[src/rtl/sram_port_arbiter.sv]
// Shares one sram-like memory port between the instruction-fetch and data-access requesters.
// Optional macro ARB_RR_EN: round-robin arbitration instead of fixed data-over-inst priority.
module sram_port_arbiter #(
  parameter int unsigned ADDR_W = 32,
  parameter int unsigned DATA_W = 32
) (
  input  logic              clk,
  input  logic              resetn,
  input  logic              inst_req,
  input  logic [ADDR_W-1:0] inst_addr,
  output logic              inst_addr_ok,
  output logic              inst_data_ok,
  output logic [DATA_W-1:0] inst_rdata,
  input  logic              data_req,
  input  logic              data_wr,
  input  logic [1:0]        data_size,
  input  logic [ADDR_W-1:0] data_addr,
  input  logic [DATA_W-1:0] data_wdata,
  output logic              data_addr_ok,
  output logic              data_data_ok,
  output logic [DATA_W-1:0] data_rdata,
  output logic              mem_req,
  output logic              mem_wr,
  output logic [1:0]        mem_size,
  output logic [ADDR_W-1:0] mem_addr,
  output logic [DATA_W-1:0] mem_wdata,
  input  logic              mem_addr_ok,
  input  logic              mem_data_ok,
  input  logic [DATA_W-1:0] mem_rdata
);

  localparam logic [1:0] SIZE_WORD = 2'd2;

  typedef enum logic [1:0] {IDLE, REQ, WAIT} state_t;
  typedef enum logic [1:0] {GNT_NONE, GNT_INST, GNT_DATA} grant_t;

  state_t state;
  grant_t grant;
  logic   pick_inst;
  logic   pick_data;
  logic   resp_ok;

`ifdef ARB_RR_EN
  logic   last_data;
`endif

  // Winner selection; only meaningful while idle and out of reset.
  always_comb begin
    pick_inst = 1'b0;
    pick_data = 1'b0;
    if (resetn && (state == IDLE)) begin
`ifdef ARB_RR_EN
      if (inst_req && data_req) begin
        pick_data = ~last_data;
        pick_inst = last_data;
      end else begin
        pick_data = data_req;
        pick_inst = inst_req;
      end
`else
      pick_data = data_req;
      pick_inst = inst_req & ~data_req;
`endif
    end
  end

  assign inst_addr_ok = pick_inst;
  assign data_addr_ok = pick_data;

  // Response is routed to whoever holds the grant; the other side reads zero.
  assign resp_ok      = (state == WAIT) && mem_data_ok;
  assign inst_data_ok = resp_ok && (grant == GNT_INST);
  assign data_data_ok = resp_ok && (grant == GNT_DATA);
  assign inst_rdata   = (grant == GNT_INST) ? mem_rdata : '0;
  assign data_rdata   = (grant == GNT_DATA) ? mem_rdata : '0;

  always_ff @(posedge clk or negedge resetn) begin
    if (!resetn) begin
      state     <= IDLE;
      grant     <= GNT_NONE;
      mem_req   <= 1'b0;
      mem_wr    <= 1'b0;
      mem_size  <= 2'd0;
      mem_addr  <= '0;
      mem_wdata <= '0;
`ifdef ARB_RR_EN
      last_data <= 1'b0;
`endif
    end else begin
      case (state)
        IDLE: begin
          if (pick_data) begin
            mem_req   <= 1'b1;
            mem_wr    <= data_wr;
            mem_size  <= data_size;
            mem_addr  <= data_addr;
            mem_wdata <= data_wdata;
            grant     <= GNT_DATA;
            state     <= REQ;
`ifdef ARB_RR_EN
            last_data <= 1'b1;
`endif
          end else if (pick_inst) begin
            mem_req   <= 1'b1;
            mem_wr    <= 1'b0;
            mem_size  <= SIZE_WORD;
            mem_addr  <= inst_addr;
            mem_wdata <= '0;
            grant     <= GNT_INST;
            state     <= REQ;
`ifdef ARB_RR_EN
            last_data <= 1'b0;
`endif
          end
        end
        REQ: begin
          if (mem_addr_ok) begin
            mem_req <= 1'b0;
            state   <= WAIT;
          end
        end
        WAIT: begin
          if (mem_data_ok) begin
            grant <= GNT_NONE;
            state <= IDLE;
          end
        end
        default: begin
          mem_req <= 1'b0;
          grant   <= GNT_NONE;
          state   <= IDLE;
        end
      endcase
    end
  end

endmodule

[config.mk]
export PLATFORM = sky130hd
export DESIGN_NAME = sram_port_arbiter
export DESIGN_NICKNAME = d
export VERILOG_FILES = /design/src/rtl/sram_port_arbiter.sv
export SDC_FILE = /design/constraint.sdc
export NUM_CORES = 1
export LEC_CHECK = 0
export ABC_AREA = 1
export ABC_CLOCK_PERIOD_IN_PS = 1350
export BUFFER_PORTS_ARGS = -buffer_cell sky130_fd_sc_hd__buf_2
export CORE_AREA = 3 3 106 108
export CTS_BUF_LIST = sky130_fd_sc_hd__clkbuf_16
export CTS_CLUSTER_DIAMETER = 40
export DETAILED_ROUTE_END_ITERATION = 6
export DIE_AREA = 0 0 109 111
export PLACE_DENSITY = 0.73
export SETUP_SLACK_MARGIN = 0.15
export SLEW_MARGIN = 10
export SYNTH_ARGS = -nofsm -noshare
export SYNTH_HDL_FRONTEND = slang
export SYNTH_SLANG_ARGS = --single-unit
[constraint.sdc]
create_clock -name clk -period 1.35 [get_ports clk]
set_input_delay 0.27 -clock clk [delete_from_list [all_inputs] [get_ports clk]]
set_output_delay 0.27 -clock clk [all_outputs]
set_load 0.01 [all_outputs]
==> run summary, run 1 <==
status -> finished, violations left
failing checks -> setup timing
Crit path buffers/inverters -> 3
htree depth -> 3
largest net degree at the start of global routing -> 66
CTS Root Buffer Type -> clkbuf_16
I/O Pins -> 273
post-route ant nets -> 0
max-cap viol count -> 0
chip width -> 109 µm
startpoint type of the worst setup path -> flip-flop
Placed Instances -> 930
Final Instance Area -> 7061 µm²
pwr dens -> 2147 nW/µm²
die area -> 12100 µm²
Detailed Place HPWL -> 9220 µm
CP Class -> reg2out
Worst path slowest cell -> dfrtp_1
post-detailed-routing wire length -> 14980 µm
Seq/Total Area, Yosys -> 49.86%
Row Count -> 37
final setup vio count -> 139
antenna violations before repair -> 0
largest fanout on the critical path -> 16
Tot GR Track Use -> 20.90%
library cells used by synthesis -> 17
fraction of layout cells with a size suffix above 1 -> 55.67%
unrepaired setup endpoints after global routing -> true
most frequent cells in the layout -> 237 x buf_2, 228 x nand2_1, 72 x dfrtp_1
worst vdd ir -> 1.332 mV
ant diodes -> 0
leak pwr -> 4.147 nW
Critical Path AT -> 1.42 ns
slew margin rel. -> 45.37%
clk_lat worst skew -> 0.33 ns
Cells after Synth -> 532
post-synth net total -> 669
synthesis-to-finish area growth -> 95.39%
Iteration-0 DRC Markers -> 228
die height -> 111 µm
hold crit path type -> in2reg
PnR worst setup slack -> -0.3375 ns
Avg Cell Area, Syn -> 6.792 µm²
YS warnings -> 0
Post-Layout Cell Count -> 982
vias in the first global route -> 4129
cell family with most CP delay -> buffers and inverters
CTS clk-pin slew, worst paths -> 0.06 ns
Final Slew Violations -> 0
worst hold slack -> 0.1328 ns
total grt overflow -> 0
via count -> 4459
clock sinks -> 72
Clock Skew -> 0.004444 ns
Final Hold Fails -> 0
Slew @ Worst Pin -> 0.8194 ns
period utilization -> 125.0%
Pre-antenna DRT Iters -> 4
leading cell type in the layout, fill and taps excluded -> buf_2
CTS Buf Count -> 9
Max Clk Rate -> 592.6 MHz
IO buf count -> 272
Via density -> 4.541
Fin Setup TNS -> -25.42 ns
GP Congestion -> 0.7727
number of synthesized register bits -> 72
Mapped Area -> 3613 µm²
initial core utilization -> 35.00%
fillcell total -> 840
Core ar. -> 10320 µm²
crit-path max cell delay -> 0.34 ns
DR WL/cell -> 15.25 µm
CTS tree -> yes
Placement Cell Area -> 5414 µm²
CTS Buffer Depth -> 2
Min Clock Period, post-route -> 1.688 ns
DRC viols -> 0
first-pass GRT wire length -> 20090 µm
Critical Path RT -> 1.08 ns
fin nets -> 978
Worst setup EP type -> output port
crit-path cells -> inv_1, or2_4, buf_12, nor2_1, buf_2
what timing repair did:
item / in CTS / in global routing
pin swaps: 8 / 34
cloned: 3 / 14
gates resized for setup: 76 / 148
buffers inserted: 8 / 10
hold buffers: 1 / 0
setup endpoints to repair: 139 / 140
hold endpoints to repair: 7 / 0
per-stage QoR:
stage	util, %	setup WS, ns	total power, mW
2_1_floorplan	-	0.02131	7.284
6_report	68.39	-0.3375	15.16
4_1_cts	60.65	-0.3270	13.23
5_1_grt	68.39	-0.3984	16.10
3_3_place_gp	52.44	-0.03963	9.322
3_5_place_dp	52.44	-0.1025	9.444
tightest hold or removal path: cells and delay by family:
family	cells	cell delay, ns
simple gates	2	0.09
buf+inv	1	0.07
logic make-up (layout without fill, tap and decap cells):
kind of cell,count (synthesis),after routing,share of synthesized area (%)
and+or+nand+nor,391,391,41.69
DFF,72,72,49.86
buffers and inverters,68,382,8.310
AOI/OAI and AO/OA,1,1,0.1384
Yosys cell counts (all sizes together):
library cell	number	share of area, %
clkbuf	9	0.93
nand3	5	1.0
or2	1	0.17
buf	18	3.1
nand2	312	32
inv	41	4.3
dfrtp	72	50
a21oi	1	0.14
nand3b	2	0.42
nor2	71	7.6
flip-flops by register name, indices dropped and copies added (netlist names):
signal / flops
mem_addr: 32
mem_wdata: 32
grant: 2
mem_size: 2
state: 2
mem_req: 1
mem_wr: 1
metal layers:
metal  vias to the layer above  share of wire [%]  global-route usage [%]
li1                       2178                  -                       -
met4                         0                2.3                   6.481
met3                        28                7.6                   4.776
met5                         -                  0                       0
met1                      2050                 36                   23.19
met2                       203                 54                   38.66
where the power goes:
group,internal [mW],switching [mW],total (mW)
combinational,3.70,4.57,8.27
clock,1.83,0.971,2.80
sequential,3.22,0.865,4.08
total,8.75,6.41,15.2
area by class of cell:
cell class | instances | area, µm² | share of cell area (%)
clock inverter | 7 | 127.6 | 1.808
clock buffer | 9 | 225.2 | 3.190
timing repair inverter | 11 | 215.2 | 3.048
inverter | 41 | 190.2 | 2.694
tap | 136 | 170.2 | 2.410
timing repair buffer | 314 | 2165 | 30.66
sequential | 72 | 1802 | 25.52
multi-input combinational | 392 | 2166 | 30.68
final timing paths:
| path | cells past startpoint | to | startpoint | slack (ns) |
|---|---|---|---|---|
| max | 5 | data_rdata[0] | grant[1] | -0.34 |
| min reg2reg | 2 | mem_wr | mem_wr | 0.47 |
| max reg2reg | 9 | mem_wdata[14] | state[1] | -0.18 |
| min in group asynchronous | 2 | mem_size[0] | resetn | 0.20 |
| min | 3 | mem_wdata[11] | data_wdata[11] | 0.13 |
| max in group asynchronous | 3 | grant[1] | resetn | 0.53 |
Power figures use the tool's default switching activity.
==> run 2, diff against run 1 <==
--- a/config.mk
+++ b/config.mk
@@ -8,12 +8,12 @@
 export ABC_AREA = 1
 export ABC_CLOCK_PERIOD_IN_PS = 1350
 export BUFFER_PORTS_ARGS = -buffer_cell sky130_fd_sc_hd__buf_2
-export CORE_AREA = 3 3 106 108
+export CORE_AREA = 3 3 105 107
 export CTS_BUF_LIST = sky130_fd_sc_hd__clkbuf_16
 export CTS_CLUSTER_DIAMETER = 40
 export DETAILED_ROUTE_END_ITERATION = 6
-export DIE_AREA = 0 0 109 111
-export PLACE_DENSITY = 0.73
+export DIE_AREA = 0 0 108 110
+export PLACE_DENSITY = 0.75
 export SETUP_SLACK_MARGIN = 0.15
 export SLEW_MARGIN = 10
 export SYNTH_ARGS = -nofsm -noshare
==> run 2 against run 1 <==
  * The run still ends with setup timing left
  * Non-clock buffer count increased by 14
  * Sequential cell count did not move
  * Sequential share of layout area shrank 1.8 points
  * Count of clock-buffer cells in the layout unchanged
  * Setup slack improved by 0.013 ns
  * Routed wire length increased by 7.5%
  * Sequential power about the same
  * Worst hold slack gained 0.0056 ns
  * Global-route usage rose by 4.7 points
  * Critical path type unchanged
==> run summary, run 2 (synthesis gave the netlist of run 1 again) <==
CTS Buf Count -> 9 (unchanged)
Final Slew Violations -> 0 (unchanged)
ant diodes -> 0 (unchanged)
CTS Root Buffer Type -> clkbuf_16
clock sinks -> 72 (unchanged)
fillcell total -> 743 (-12%)
final setup vio count -> 137 (-1.4%)
fraction of layout cells with a size suffix above 1 -> 62.56% (+6.9 points)
Row Count -> 37 (unchanged)
DR WL/cell -> 16.16 µm (+6.0%)
slew margin rel. -> 43.78% (-1.6 points)
largest fanout on the critical path -> 8 (-8)
startpoint type of the worst setup path -> flip-flop
IO buf count -> 272 (unchanged)
most frequent cells in the layout -> 238 x buf_2, 173 x nand2_1, 93 x nand2_2
total grt overflow -> 0 (unchanged)
highest metal used -> met4
Detailed Place HPWL -> 9156 µm (-0.70%)
Crit path buffers/inverters -> 3 (unchanged)
hold path depth -> 3 (unchanged)
Min Clock Period, post-route -> 1.674 ns (-0.01335 ns)
CTS clk-pin slew, worst paths -> 0.05 ns (about the same)
flop-to-flop setup slack -> -0.27 ns (-0.09 ns)
Iteration-0 DRC Markers -> 265 (+16%)
Clock Skew -> 0.003404 ns (-0.001040 ns)
failing checks -> setup timing
Critical Path RT -> 1.08 ns (about the same)
worst flop-to-flop path startpoint -> state[1]
via count -> 4622 (+3.7%)
vias in the first global route -> 4309 (+4.4%)
Slew @ Worst Pin -> 0.8433 ns (+0.02387 ns)
leak pwr -> 4.329 nW (+4.4%)
htree depth -> 3 (unchanged)
final core occ -> 74.16% (+5.8 points)
GP Congestion -> 0.7941 (+2.8%)
DRC viols -> 0 (unchanged)
Worst setup EP type -> output port
DR WL met2 -> 8658 µm (+6.3%)
post-detailed-routing wire length -> 16100 µm (+7.5%)
chip width -> 108 µm (-0.92%)
reg2reg path depth -> 10 (+1)
Multi-input gate area -> 2400 µm² (+11%)
post-route ant nets -> 0 (unchanged)
die area -> 11880 µm² (-1.8%)
antenna violations before repair -> 0 (unchanged)
largest net degree at the start of global routing -> 68 (+3.0%)
first-pass GRT wire length -> 22730 µm (+13%)
Core ar. -> 10230 µm² (-0.90%)
worst vdd ir -> 1.037 mV (-22%)
Pre-antenna DRT Iters -> 5 (+1)
CTS tree -> yes
Final Instance Area -> 7587 µm² (+7.5%)
FF+latch area -> 1802 µm² (unchanged)
worst r2r dst -> mem_wdata[9]
Placement Cell Area -> 5396 µm² (-0.32%)
initial core utilization -> 35.32% (+0.32 points)
Placed Instances -> 926 (-0.43%)
CP Class -> reg2out
cell family with most CP delay -> simple AND/OR/NAND/NOR gates
Max Clk Rate -> 597.3 MHz (+0.80%)
CTS Buffer Depth -> 2 (unchanged)
Worst path slowest cell -> dfrtp_1
PnR worst setup slack -> -0.3242 ns (+0.01335 ns)
Post-Layout Cell Count -> 996 (+1.4%)
Critical Path AT -> 1.40 ns (-0.02 ns)
leading cell type in the layout, fill and taps excluded -> buf_2
synthesis-to-finish area growth -> 110.0%
die height -> 110 µm (-0.90%)
unrepaired setup endpoints after global routing -> true
crit-path cells -> inv_2, or2_4, buf_12, nor2_4, buf_6
max-cap viol count -> 0 (unchanged)
met1 wire length -> 5851 µm (+9.6%)
Final Hold Fails -> 0 (unchanged)
clk_lat worst skew -> 0.32 ns (about the same)
Worst Hold End -> mem_wdata[19]
I/O Pins -> 273 (unchanged)
Tot GR Track Use -> 25.58% (+4.7 points)
period utilization -> 124.0% (-0.99 points)
Hold Path Origin -> data_wdata[19]
hold crit path type -> in2reg
pre-CTS WS -> -0.09585 ns (+0.006689 ns)
met3 WL -> 1228 µm (+7.2%)
Worst Setup SP -> grant[1]
critical path depth in cells -> 5 (unchanged)
Via density -> 4.641 (+2.2%)
status -> finished, violations left
Largest regs -> mem_addr: 32 flops, mem_wdata: 32 flops
crit-path max cell delay -> 0.36 ns (+0.02 ns)
fin nets -> 993 (+1.5%)
pwr dens -> 2057 nW/µm² (-4.2%)
## run 2: changes by cell type in the layout (fill, tap and decap cells not counted), moves of 3 or more
cell       delta
clkbuf_16     -4
buf_6         -5
nand2_2      +39
clkinv_16     -3
nand2_4      +16
nor2_2        -3
buf_8         +5
nand2_1      -55
buf_4         -6
clkinv_2      +3
buf_16       +11
buf_12       +13
## run 2: worst min-delay path, delay by kind of cell
kind,cells,cell delay (ns)
AND/OR/NAND/NOR,2,0.09
buffers and inverters,1,0.07
## run 2: repair_timing
action | 4_1_cts | 5_1_grt
pin swaps | 39 | 52
resized for setup | 196 | 118
endpoints found under the setup margin | 138 | 139
hold buffers | 1 | 0
setup buffers | 20 | 10
endpoints found under the hold margin | 5 | 0
cloned | 24 | 0
## run 2: worst max-delay path by stage
stage | to | slack, ns
final | data_rdata[2] | -0.32
after global routing | data_rdata[29] | -0.37
after CTS | data_rdata[31] | -0.35
after detailed placement | mem_addr[4] | -0.1
after global placement | mem_addr[11] | -0.03
after floorplan | data_rdata[10] | 0.02
## run 2: report_power, final
part           leakage, nW  switching, mW  internal, mW
clock network        0.144          0.843          1.40
registers            0.914          0.873          3.22
logic                 3.27           4.92          4.35
total                 4.33           6.64          8.97
## run 2: area by class of cell
| type | instances | share of cell area (%) |
|---|---|---|
| timing repair buffer | 328 | 33.92 |
| multi-input combinational | 393 | 31.63 |
| sequential | 72 | 23.75 |
| clock buffer | 9 | 2.968 |
| timing repair inverter | 11 | 2.523 |
| inverter | 41 | 2.276 |
| tap | 136 | 2.243 |
| clock inverter | 6 | 0.6926 |
## run 2: metal layers
layer	vias to the layer above	track usage [%]
li1	2219	-
met1	2150	29.75
met2	227	47.82
met3	26	4.543
met4	0	8.025
met5	-	0
## run 2: metrics by stage
| stage | setup TNS, ns | hold WS [ns] | power, mW |
|---|---|---|---|
| detailed placement | -3.936 | 0.2242 | 9.441 |
| finish | -31.58 | 0.1384 | 15.61 |
| CTS | -29.02 | 0.1299 | 14.53 |
| floorplan | 0 | -0.02559 | 7.284 |
| global route | -40.65 | 0.1375 | 16.53 |
| global placement | -1.076 | 0.2185 | 9.328 |
==> run 3, diff against run 2 <==
--- a/config.mk
+++ b/config.mk
@@ -15,6 +15,7 @@
 export DIE_AREA = 0 0 108 110
 export PLACE_DENSITY = 0.75
 export SETUP_SLACK_MARGIN = 0.15
+export SKIP_LAST_GASP = 1
 export SLEW_MARGIN = 10
 export SYNTH_ARGS = -nofsm -noshare
 export SYNTH_HDL_FRONTEND = slang
==> constraint.sdc (replaced) <==
create_clock -name clk -period 1.35 [get_ports clk]
set_input_delay 0.135 -clock clk [delete_from_list [all_inputs] [get_ports clk]]
set_output_delay 0.135 -clock clk [all_outputs]
set_load 0.01 [all_outputs]
==> run 3 against run 2 <==
  * The flow finishes with violations (hold timing, setup timing)
  * Clock power rose by 5%
  * Setup slack improved by 0.12 ns
  * Sequential power rose by 1%
  * Sequential share of layout area rose by 1.7 points
  * Routed wire length fell by 3.5%
  * Global-route usage fell by 1.6 points
  * Non-clock buffer count fell by 9
  * Worst hold slack got worse by 0.26 ns
  * Clock skew rose by 0.00054 ns
  * Count of clock-buffer cells in the layout did not move
  * Critical path type unchanged
  * Highest routed layer is now met5
==> run summary, run 3 (synthesis gave the netlist of run 1 again) <==
DRC viols -> 0 (unchanged)
slew margin rel. -> 60.24% (+16 points)
Placement Cell Area -> 5306 µm² (-1.7%)
total grt overflow -> 0 (unchanged)
startpoint type of the worst setup path -> flip-flop
largest fanout on the critical path -> 9 (+1)
Placed Instances -> 925 (-0.11%)
Critical Path RT -> 1.22 ns (+0.14 ns)
period utilization -> 114.9% (-9.1 points)
crit-path cells -> or2_4, buf_16, nor2_2, buf_2
Pre-antenna DRT Iters -> 4 (-1)
Tot GR Track Use -> 23.97% (-1.6 points)
Crit path buffers/inverters -> 2 (-1)
Max Clk Rate -> 644.9 MHz (+8.0%)
clk_lat worst skew -> 0.33 ns (about the same)
fraction of layout cells with a size suffix above 1 -> 58.75% (-3.8 points)
Core ar. -> 10230 µm² (unchanged)
CP Class -> reg2out
Largest regs -> mem_addr: 32 flops, mem_wdata: 32 flops
pre-CTS WS -> -0.1443 ns (-0.04845 ns)
initial core utilization -> 35.32% (unchanged)
fillcell total -> 815 (+9.7%)
cell family with most CP delay -> simple AND/OR/NAND/NOR gates
worst hold slack -> -0.1211 ns (-0.2595 ns)
leading cell type in the layout, fill and taps excluded -> buf_2
leak pwr -> 4.191 nW (-3.2%)
status -> finished, violations left
ant diodes -> 0 (unchanged)
Post-Layout Cell Count -> 987 (-0.90%)
Via density -> 4.546 (-2.0%)
hold crit path type -> in2async
CTS tree -> yes
final setup vio count -> 137 (unchanged)
Final Slew Violations -> 0 (unchanged)
GP Congestion -> 0.7574 (-4.6%)
post-route ant nets -> 0 (unchanged)
most frequent cells in the layout -> 258 x buf_2, 211 x nand2_1, 72 x dfrtp_1
Row Count -> 37 (unchanged)
Detailed Place HPWL -> 9481 µm (+3.5%)
I/O Pins -> 273 (unchanged)
unrepaired setup endpoints after global routing -> true
largest net degree at the start of global routing -> 49 (-28%)
via count -> 4487 (-2.9%)
chip width -> 108 µm (unchanged)
IO buf count -> 272 (unchanged)
first-pass GRT wire length -> 21510 µm (-5.3%)
Critical Path AT -> 1.42 ns (+0.02 ns)
max-cap viol count -> 0 (unchanged)
Final Hold Fails -> 72 (+72)
# hold bufs at CTS -> 2 (+1)
synthesis-to-finish area growth -> 96.12%
pwr dens -> 2119 nW/µm² (+3.0%)
DR WL/cell -> 15.74 µm (-2.6%)
Multi-input gate area -> 2205 µm² (-8.1%)
htree depth -> 3 (unchanged)
crit-path max cell delay -> 0.37 ns (about the same)
Final Instance Area -> 7087 µm² (-6.6%)
die area -> 11880 µm² (unchanged)
die height -> 110 µm (unchanged)
CTS Root Buffer Type -> clkbuf_16
fin nets -> 983 (-1.0%)
CTS Buf Count -> 9 (unchanged)
Worst setup EP type -> output port
Min Clock Period, post-route -> 1.551 ns (-0.1235 ns)
Worst path slowest cell -> dfrtp_1
flop-to-flop setup slack -> -0.19 ns (+0.08 ns)
antenna violations before repair -> 2 (+2)
Slew @ Worst Pin -> 0.5964 ns (-0.2469 ns)
Iteration-0 DRC Markers -> 288 (+8.7%)
PnR worst setup slack -> -0.2007 ns (+0.1235 ns)
failing checks -> hold timing, setup timing
worst vdd ir -> 0.9311 mV (-10%)
CTS clk-pin slew, worst paths -> 0.06 ns (about the same)
post-detailed-routing wire length -> 15530 µm (-3.5%)
vias in the first global route -> 4123 (-4.3%)
clock sinks -> 72 (unchanged)
Clock Skew -> 0.003948 ns (+0.0005440 ns)
FF+latch area -> 1802 µm² (unchanged)
CTS Buffer Depth -> 2 (unchanged)
==> run 3: through the flow <==
step | utilization, % | power [mW] | setup TNS [ns]
global placement | 51.87 | 9.155 | -4.384
detailed placement | 51.87 | 9.254 | -7.544
global route | 69.27 | 15.91 | -28.11
floorplan | - | 7.038 | 0
CTS | 63.70 | 13.72 | -17.60
finish | 69.27 | 15.02 | -20.85
==> run 3: area by class of cell <==
cell class / count / share of cell area [%]
Clock buffer: 9 / 3.178
Clock inverter: 7 / 1.006
Inverter: 41 / 2.472
Timing Repair Buffer: 319 / 31.73
Timing Repair inverter: 11 / 2.684
Sequential cell: 72 / 25.42
Tap cell: 136 / 2.401
Multi-Input combinational cell: 392 / 31.11
==> run 3: report_power, final <==
group / internal, mW / switching, mW / total, mW / leakage, nW
sequential: 3.22 / 0.905 / 4.13 / 0.914
combinational: 3.91 / 4.64 / 8.54 / 3.13
clock: 1.43 / 0.918 / 2.35 / 0.145
==> run 3: path summary, 6_finish.rpt <==
path / cells after the start / startpoint / to
setup / recovery: 4 / grant[0] / data_rdata[26]
hold / removal: 2 / resetn / grant[1]
min in group clk: 3 / data_wdata[23] / mem_wdata[23]
setup reg to reg: 9 / state[1] / mem_addr[10]
max in group asynchronous: 2 / resetn / mem_addr[22]
hold reg to reg: 2 / mem_wdata[16] / mem_wdata[16]
==> run 3: metal layers <==
layer	global-route usage, %	vias up	part of all wire (%)
li1	-	2192	-
met1	25.93	2028	34
met2	45.47	225	55
met4	9.919	4	2.8
met3	4.892	38	7.9
met5	0	-	0.23
==> run 3: timing repair <==
item,CTS,global route
buffers inserted,12,8
pin swaps,32,15
setup endpoints to repair,137,139
gates cloned,20,4
hold endpoints to repair,70,24
resized for setup,122,114
==> run 3: worst reg2reg max path: cells and delay by family, from the launching register on <==
| kind | cells | cell delay, ns |
|---|---|---|
| buffers and inverters | 4 | 0.52 |
| DFF | 1 | 0.41 |
| and+or+nand+nor | 5 | 0.50 |
